$ cat config.mk
export PLATFORM = sky130hd
export DESIGN_NAME = mul_div_unit
export DESIGN_NICKNAME = d
export VERILOG_FILES = /design/src/rtl/mul_div_unit_pkg.sv /design/src/rtl/md_datapath.sv /design/src/rtl/mul_div_unit.sv
export SDC_FILE = /design/constraint.sdc
export NUM_CORES = 1
export LEC_CHECK = 0
export CELL_PAD_IN_SITES_DETAIL_PLACEMENT = 1
export CELL_PAD_IN_SITES_GLOBAL_PLACEMENT = 2
export CORE_AREA = 2 2 145 182
export CTS_CLUSTER_SIZE = 40
export DETAILED_ROUTE_END_ITERATION = 10
export DIE_AREA = 0 0 147 184
export GPL_TIMING_DRIVEN = 1
export PLACE_DENSITY = 0.88
export RECOVER_POWER = 100
export SETUP_SLACK_MARGIN = 0.02
export SYNTH_ARGS = -nofsm -noshare
export SYNTH_HDL_FRONTEND = slang
export SYNTH_HIERARCHICAL = 1
export SYNTH_SLANG_ARGS = --single-unit
$ cat constraint.sdc
create_clock -name i_clk -period 3.2 [get_ports i_clk]
set_input_delay 0.48 -clock i_clk [delete_from_list [all_inputs] [get_ports i_clk]]
set_output_delay 0.48 -clock i_clk [all_outputs]
set_load 0.02 [all_outputs]
$ cat src/rtl/mul_div_unit_pkg.sv
// Shared encodings for the iterative multiply/divide unit and the control decoder.
package mul_div_unit_pkg;

  localparam int DEF_WIDTH = 16;
  localparam int DEF_CNT_W = 5;

  typedef enum logic [1:0] {
    MD_NOP  = 2'b00,
    MD_MUL  = 2'b01,
    MD_DIV  = 2'b10,
    MD_MULU = 2'b11
  } md_op_e;

  typedef enum logic [1:0] {
    S_IDLE = 2'b00,
    S_RUN  = 2'b01,
    S_FIX  = 2'b10,
    S_DONE = 2'b11
  } md_state_e;

endpackage

$ cat src/rtl/md_datapath.sv
// Shift-add multiplier / restoring divider on magnitudes, with sign and
// divide-by-zero correction applied combinationally for capture in FIX.
module md_datapath
  import mul_div_unit_pkg::*;
#(
  parameter int WIDTH = DEF_WIDTH
) (
  input  logic             i_clk,
  input  logic             i_resetN,
  input  logic             i_load,
  input  logic             i_step,
  input  logic [1:0]       i_multiDiv,
  input  logic [WIDTH-1:0] i_opA,
  input  logic [WIDTH-1:0] i_opB,
  output logic [WIDTH-1:0] o_res_hi,
  output logic [WIDTH-1:0] o_res_lo,
  output logic             o_div_by_zero
);

  logic               r_is_div;
  logic               r_neg_q;
  logic               r_neg_r;
  logic               r_dbz;
  logic [WIDTH-1:0]   r_opnd;
  logic [WIDTH-1:0]   r_raw_a;
  logic [WIDTH-1:0]   r_hi;
  logic [WIDTH-1:0]   r_lo;

  logic               w_is_div;
  logic               w_signed;
  logic               w_sa;
  logic               w_sb;
  logic               w_ge;
  logic [WIDTH-1:0]   w_mag_a;
  logic [WIDTH-1:0]   w_mag_b;
  logic [WIDTH:0]     w_sum;
  logic [WIDTH:0]     w_shift;
  logic [WIDTH-1:0]   w_rem;
  logic [2*WIDTH-1:0] w_prod;

  assign w_is_div = (i_multiDiv == MD_DIV);
  assign w_signed = (i_multiDiv != MD_MULU);
  assign w_sa     = w_signed & i_opA[WIDTH-1];
  assign w_sb     = w_signed & i_opB[WIDTH-1];
  // Magnitude of the most negative value wraps to itself, which is correct unsigned.
  assign w_mag_a  = w_sa ? (~i_opA + 1'b1) : i_opA;
  assign w_mag_b  = w_sb ? (~i_opB + 1'b1) : i_opB;

  assign w_sum   = {1'b0, r_hi} + (r_lo[0] ? {1'b0, r_opnd} : '0);
  assign w_shift = {r_hi, r_lo[WIDTH-1]};
  assign w_ge    = (w_shift >= {1'b0, r_opnd});
  assign w_rem   = w_ge ? WIDTH'(w_shift - {1'b0, r_opnd}) : w_shift[WIDTH-1:0];

  always_ff @(posedge i_clk) begin
    if (!i_resetN) begin
      r_is_div <= 1'b0;
      r_neg_q  <= 1'b0;
      r_neg_r  <= 1'b0;
      r_dbz    <= 1'b0;
      r_opnd   <= '0;
      r_raw_a  <= '0;
      r_hi     <= '0;
      r_lo     <= '0;
    end else if (i_load) begin
      r_is_div <= w_is_div;
      r_neg_q  <= w_sa ^ w_sb;
      r_neg_r  <= w_sa;
      r_dbz    <= w_is_div && (i_opB == '0);
      r_raw_a  <= i_opA;
      r_hi     <= '0;
      r_opnd   <= w_is_div ? w_mag_b : w_mag_a;
      r_lo     <= w_is_div ? w_mag_a : w_mag_b;
    end else if (i_step) begin
      if (r_is_div) begin
        r_hi <= w_rem;
        r_lo <= {r_lo[WIDTH-2:0], w_ge};
      end else begin
        r_hi <= w_sum[WIDTH:1];
        r_lo <= {w_sum[0], r_lo[WIDTH-1:1]};
      end
    end
  end

  assign w_prod = {r_hi, r_lo};

  always_comb begin
    o_res_hi = '0;
    o_res_lo = '0;
    if (r_is_div) begin
      if (r_dbz) begin
        o_res_hi = r_raw_a;
        o_res_lo = '1;
      end else begin
        o_res_lo = r_neg_q ? (~r_lo + 1'b1) : r_lo;
        o_res_hi = r_neg_r ? (~r_hi + 1'b1) : r_hi;
      end
    end else begin
      {o_res_hi, o_res_lo} = r_neg_q ? (~w_prod + 1'b1) : w_prod;
    end
  end

  assign o_div_by_zero = r_dbz;

endmodule

$ cat src/rtl/mul_div_unit.sv
// Iterative 16-bit multiply/divide unit; stalls the pipeline for the 18 cycles
// between accepting a request and presenting the 32-bit result.
//
//   state  | meaning
//   S_IDLE | waiting for a request
//   S_RUN  | one multiply/divide step per edge, 16 edges
//   S_FIX  | sign correction, result captured on leaving
//   S_DONE | result valid for one cycle, may accept the next request
module mul_div_unit
  import mul_div_unit_pkg::*;
#(
  parameter int WIDTH = DEF_WIDTH,
  parameter int CNT_W = DEF_CNT_W
) (
  input  logic             i_clk,
  input  logic             i_resetN,
  input  logic             i_start,
  input  logic [1:0]       i_multiDiv,
  input  logic [WIDTH-1:0] i_opA,
  input  logic [WIDTH-1:0] i_opB,
  output logic [WIDTH-1:0] o_resultHi,
  output logic [WIDTH-1:0] o_resultLo,
  output logic             o_done,
  output logic             o_busy,
  output logic             o_stall,
  output logic             o_divByZero
);

  md_state_e        r_state;
  md_state_e        w_next;
  logic [CNT_W-1:0] r_cnt;
  logic [WIDTH-1:0] r_hi;
  logic [WIDTH-1:0] r_lo;
  logic             r_done;
  logic             r_busy;
  logic             r_dbz;

  logic             w_accept;
  logic             w_go;
  logic             w_tc;
  logic             w_step;
  logic             w_fix;
  logic             w_busy_nxt;
  logic [WIDTH-1:0] w_res_hi;
  logic [WIDTH-1:0] w_res_lo;
  logic             w_dbz;

  assign w_accept = i_start && ((r_state == S_IDLE) || (r_state == S_DONE));
  assign w_go     = w_accept && (i_multiDiv != MD_NOP);
  assign w_tc     = (r_cnt == '0);

  always_ff @(posedge i_clk) begin
    if (!i_resetN) r_state <= S_IDLE;
    else           r_state <= w_next;
  end

  always_comb begin
    w_next = r_state;
    unique case (r_state)
      S_IDLE:  if (w_go) w_next = S_RUN;
      S_RUN:   if (w_tc) w_next = S_FIX;
      S_FIX:   w_next = S_DONE;
      S_DONE:  w_next = w_go ? S_RUN : S_IDLE;
      default: w_next = S_IDLE;
    endcase
  end

  always_comb begin
    w_step     = (r_state == S_RUN);
    w_fix      = (r_state == S_FIX);
    w_busy_nxt = (w_next == S_RUN) || (w_next == S_FIX);
  end

  // Down-counter: loaded on accept, terminal count ends the 16th RUN edge.
  always_ff @(posedge i_clk) begin
    if (!i_resetN)   r_cnt <= '0;
    else if (w_go)   r_cnt <= CNT_W'(WIDTH - 1);
    else if (w_step && !w_tc) r_cnt <= r_cnt - 1'b1;
  end

  always_ff @(posedge i_clk) begin
    if (!i_resetN) begin
      r_hi   <= '0;
      r_lo   <= '0;
      r_done <= 1'b0;
      r_busy <= 1'b0;
      r_dbz  <= 1'b0;
    end else begin
      r_done <= w_fix;
      r_busy <= w_busy_nxt;
      if (w_fix) begin
        r_hi  <= w_res_hi;
        r_lo  <= w_res_lo;
        r_dbz <= w_dbz;
      end else if (w_go) begin
        r_dbz <= 1'b0;
      end
    end
  end

  md_datapath #(.WIDTH(WIDTH)) u_datapath (
    .i_clk         (i_clk),
    .i_resetN      (i_resetN),
    .i_load        (w_go),
    .i_step        (w_step),
    .i_multiDiv    (i_multiDiv),
    .i_opA         (i_opA),
    .i_opB         (i_opB),
    .o_res_hi      (w_res_hi),
    .o_res_lo      (w_res_lo),
    .o_div_by_zero (w_dbz)
  );

  assign o_resultHi  = r_hi;
  assign o_resultLo  = r_lo;
  assign o_done      = r_done;
  assign o_busy      = r_busy;
  assign o_divByZero = r_dbz;
  assign o_stall     = w_go | r_busy;

endmodule
==> metrics.md <==
| Metric | Value |
|---|---|
| Outcome | finished clean |
| Core area | 25200 sq um |
| Detailed Route Iter0 Violations | 432 |
| Row cnt | 65 |
| PortBufs | 72 |
| Overall Power | 5.76 mW |
| FF-to-FF path depth | 9 |
| Synth unique cells | 76 |
| Stages on the worst setup path | 9 |
| Sw Ratio | 44.0% |
| Worst Tran Pin Value | 1080 ps |
| Crit path launch type | register |
| Dpl cells | 1501 |
| Initial antenna violation count | 0 |
| Hold Violations, Final | 0 |
| Number of global-route vias before repair | 8600 |
| Clk slew on worst S/H paths | 80 ps |
| IO Count | 73 |
| Root Buffer Master | clkbuf_16 |
| Top post-synthesis cells by area | dfxtp_1 (25%), mux2i_1 (11%), ha_1 (6.0%) |
| Setup TNS | 0 ps |
| Pwr Density | 565 nW/um^2 |
| Max Cap Viol | 0 |
| Share of the synthesized area in the top cell type | 25.2% |
| Worst min path class | primary input to register |
| Sequential fraction of the synthesis area | 25.2% |
| EDFF count, synth | 0 |
| Reg power frac | 30.2% |
| Finished Layout Cells | 1517 |
| ANT cells | 0 |
| Routed via count | 8308 |
| Tot GR Track Use | 22.4% |
| First-pass GRT wire length | 47800 um |
| Peak fanout along the critical path | 7 |
| Crit path cell chain | ha_1, nor2_1, a211oi_1, o311ai_0, o211a_1, buf_4, clkbuf_1, a211oi_1, o311a_1 |
| Critical Path AT | 3280 ps |
| Deepest clock path buffer count | 2 |
| Hold Buf Count CTS | 0 |
| Tmin final | 3020 ps |
| CTS Buf Count | 9 |
| Die ar. | 27000 sq um |
| Worst vdd ir | 0.000274 V |
| Syn Nets | 1199 |
| Final setup fails | 0 |
| Post-synth top cells | dfxtp_1 (110), nand2_1 (107), nor2_1 (99) |
| Critical Path Sink Type | register |
| Worst setup skew after layout | 11.6 ps |
| NetSw | 2.53 mW |
| Slowest stage delay, CP | 570 ps |
| Post-DP HPWL | 23500 um |
| Cells after synthesis | 1118 |
| Slew Limit Headroom | 27.7% |
| Clk_lat worst skew | 370 ps |
| Critical path buffers and inverters | 2 |
| Starting Density | 34.6% |
| Detailed Route WL | 29900 um |
| CTS tree | done |
| Fmax | 0.331 GHz |
| Routability cong. | 0.911 |
| Leakage | 4.05 nW |
| Largest delay share family, worst path | compound AO/OA/AOI/OAI gates |
| Synth async-reset ratio | 0% |
| WP data required | 3460 ps |
| Share of layout cells above drive strength 1 | 6.94% |
| Remaining DRCs | 0 |
| Largest net degree at the start of global routing | 92 |
| Number of routed nets with antenna violations | 0 |
| Most used DFF post-synth | dfxtp_1 |
| RSZ-0062 raised after global routing | no |
| H-tree Lvls | 3 |
| Place WS | 228 ps |
| Average instance area after synthesis | 7.81 sq um |
| Setup ws final | 177 ps |
| Die Span X | 147 um |
| Cell taking the most area after synthesis | dfxtp_1 |
| Via/cell ratio | 5.48 |
| Final period util | 94.5% |
| Num Clock Sinks | 110 |
| Synth Warn # | 6 |
| Die Ht | 184 um |
| GRT Residual Overflow | 0 |
| Hold path cells | 2 |
| Cell seen most often among critical-path stages | a211oi_1 |
| Clock power share | 19.7% |
| Yosys reg bits | 110 |
| Kind of critical path | register to register |
| DR pass1 iterations | 7 |
| Max-slew violations | 0 |
| Post-Syn Area | 8730 sq um |
| Combinational power share | 50.1% |
| Routed wire per std cell | 19.7 um |
| Slowest CP cell | o311ai_0 |
| Most frequent cell after synthesis | dfxtp_1 |
| Nets | 1258 |
| Internal | 3.23 mW |
| Layout area overhead | 16.8% |
## power groups by stage
stage	Clock, mW	Combinational (mW)	Sequential, mW
6_report	1.13	2.88	1.74
5_1_grt	1.22	3.17	1.76
4_1_cts	1.15	2.95	1.74
3_5_place_dp	0	2.93	1.77
3_3_place_gp	0	2.88	1.77
2_1_floorplan	0	2.03	1.68
## stage by stage
stage	utilization [%]	instance area, sq um	hold slack, ps
6_report	40.4	10200	435
3_3_place_gp	39.5	9960	472
2_1_floorplan	-	8730	453
5_1_grt	40.4	10200	429
3_5_place_dp	39.5	9960	476
4_1_cts	40.6	10200	431
## sequential cells by signal (all words and copies together) (netlist names)
register and cells:
o_resultLo 16, r_cnt 5, r_state 2, u_datapath/r_raw_a 16, o_busy 1, u_datapath/r_hi 16
u_datapath/r_is_div 1, u_datapath/o_div_by_zero 1, o_resultHi 16, o_done 1, o_divByZero 1, u_datapath/r_neg_q 1
u_datapath/r_opnd 16, u_datapath/r_lo 16, u_datapath/r_neg_r 1
## cell families after synthesis
kind of cell / share of synthesized area (%)
muxes: 10.7
DFF: 25.2
and+or+nand+nor: 22.6
buffers and inverters: 5.05
xor gates and xnor gates: 8.93
adders and majority gates: 6.48
AOI/OAI and AO/OA: 21.1
## layer usage
layer | GRT usage, % | routed length (um) | vias up
li1 | - | - | 4068
met1 | 25.8 | 12500 | 4043
met2 | 42.4 | 15700 | 154
met3 | 2.36 | 723 | 43
met4 | 8.23 | 969 | 0
met5 | 0 | 0 | -
## area by class of cell
class	count	area [sq um]
clock inverter	6	46.3
multi-input combinational	896	6070
tap	335	419
inverter	38	143
timing repair buffer	122	1070
sequential	110	2200
fill	3138	15000
clock buffer	10	239
## layout by cell type, fill, tap and decap left out, types with 39 or more instances in the layout
master,synthesis,layout
dfxtp_1,110,109
nand2_1,107,107
nor2_1,99,99
mux2i_1,93,93
nor2b_1,75,75
a21oi_1,59,60
o21ai_0,57,55
xnor2_1,45,45
xor2_1,44,44
ha_1,42,42
dlygate4sd3_1,0,39
buf_4,0,39
## path summary, 6_finish.rpt
| kind | slack, ps | startpoint | end |
|---|---|---|---|
| max reg2reg | 180 | u_datapath/r_hi[1] | u_datapath/r_lo[0] |
| min reg2reg | 490 | u_datapath/r_opnd[3] | u_datapath/r_opnd[3] |
| min | 440 | i_resetN | u_datapath/r_raw_a[6] |
| max | 180 | u_datapath/r_hi[1] | u_datapath/r_lo[0] |
## worst reg2reg max path: stages, from the launching register on
cell	delay (ps)
dfxtp_1	540
ha_1	360
nor2_1	110
a211oi_1	70
o311ai_0	570
o211a_1	270
buf_4	170
clkbuf_1	340
a211oi_1	130
o311a_1	340
## repair_timing
item,in CTS,in global routing
setup endpoints to repair,0,4
resized for setup,0,5
setup buffers,0,0
No activity file was read; power rests on OpenSTA's default activity.
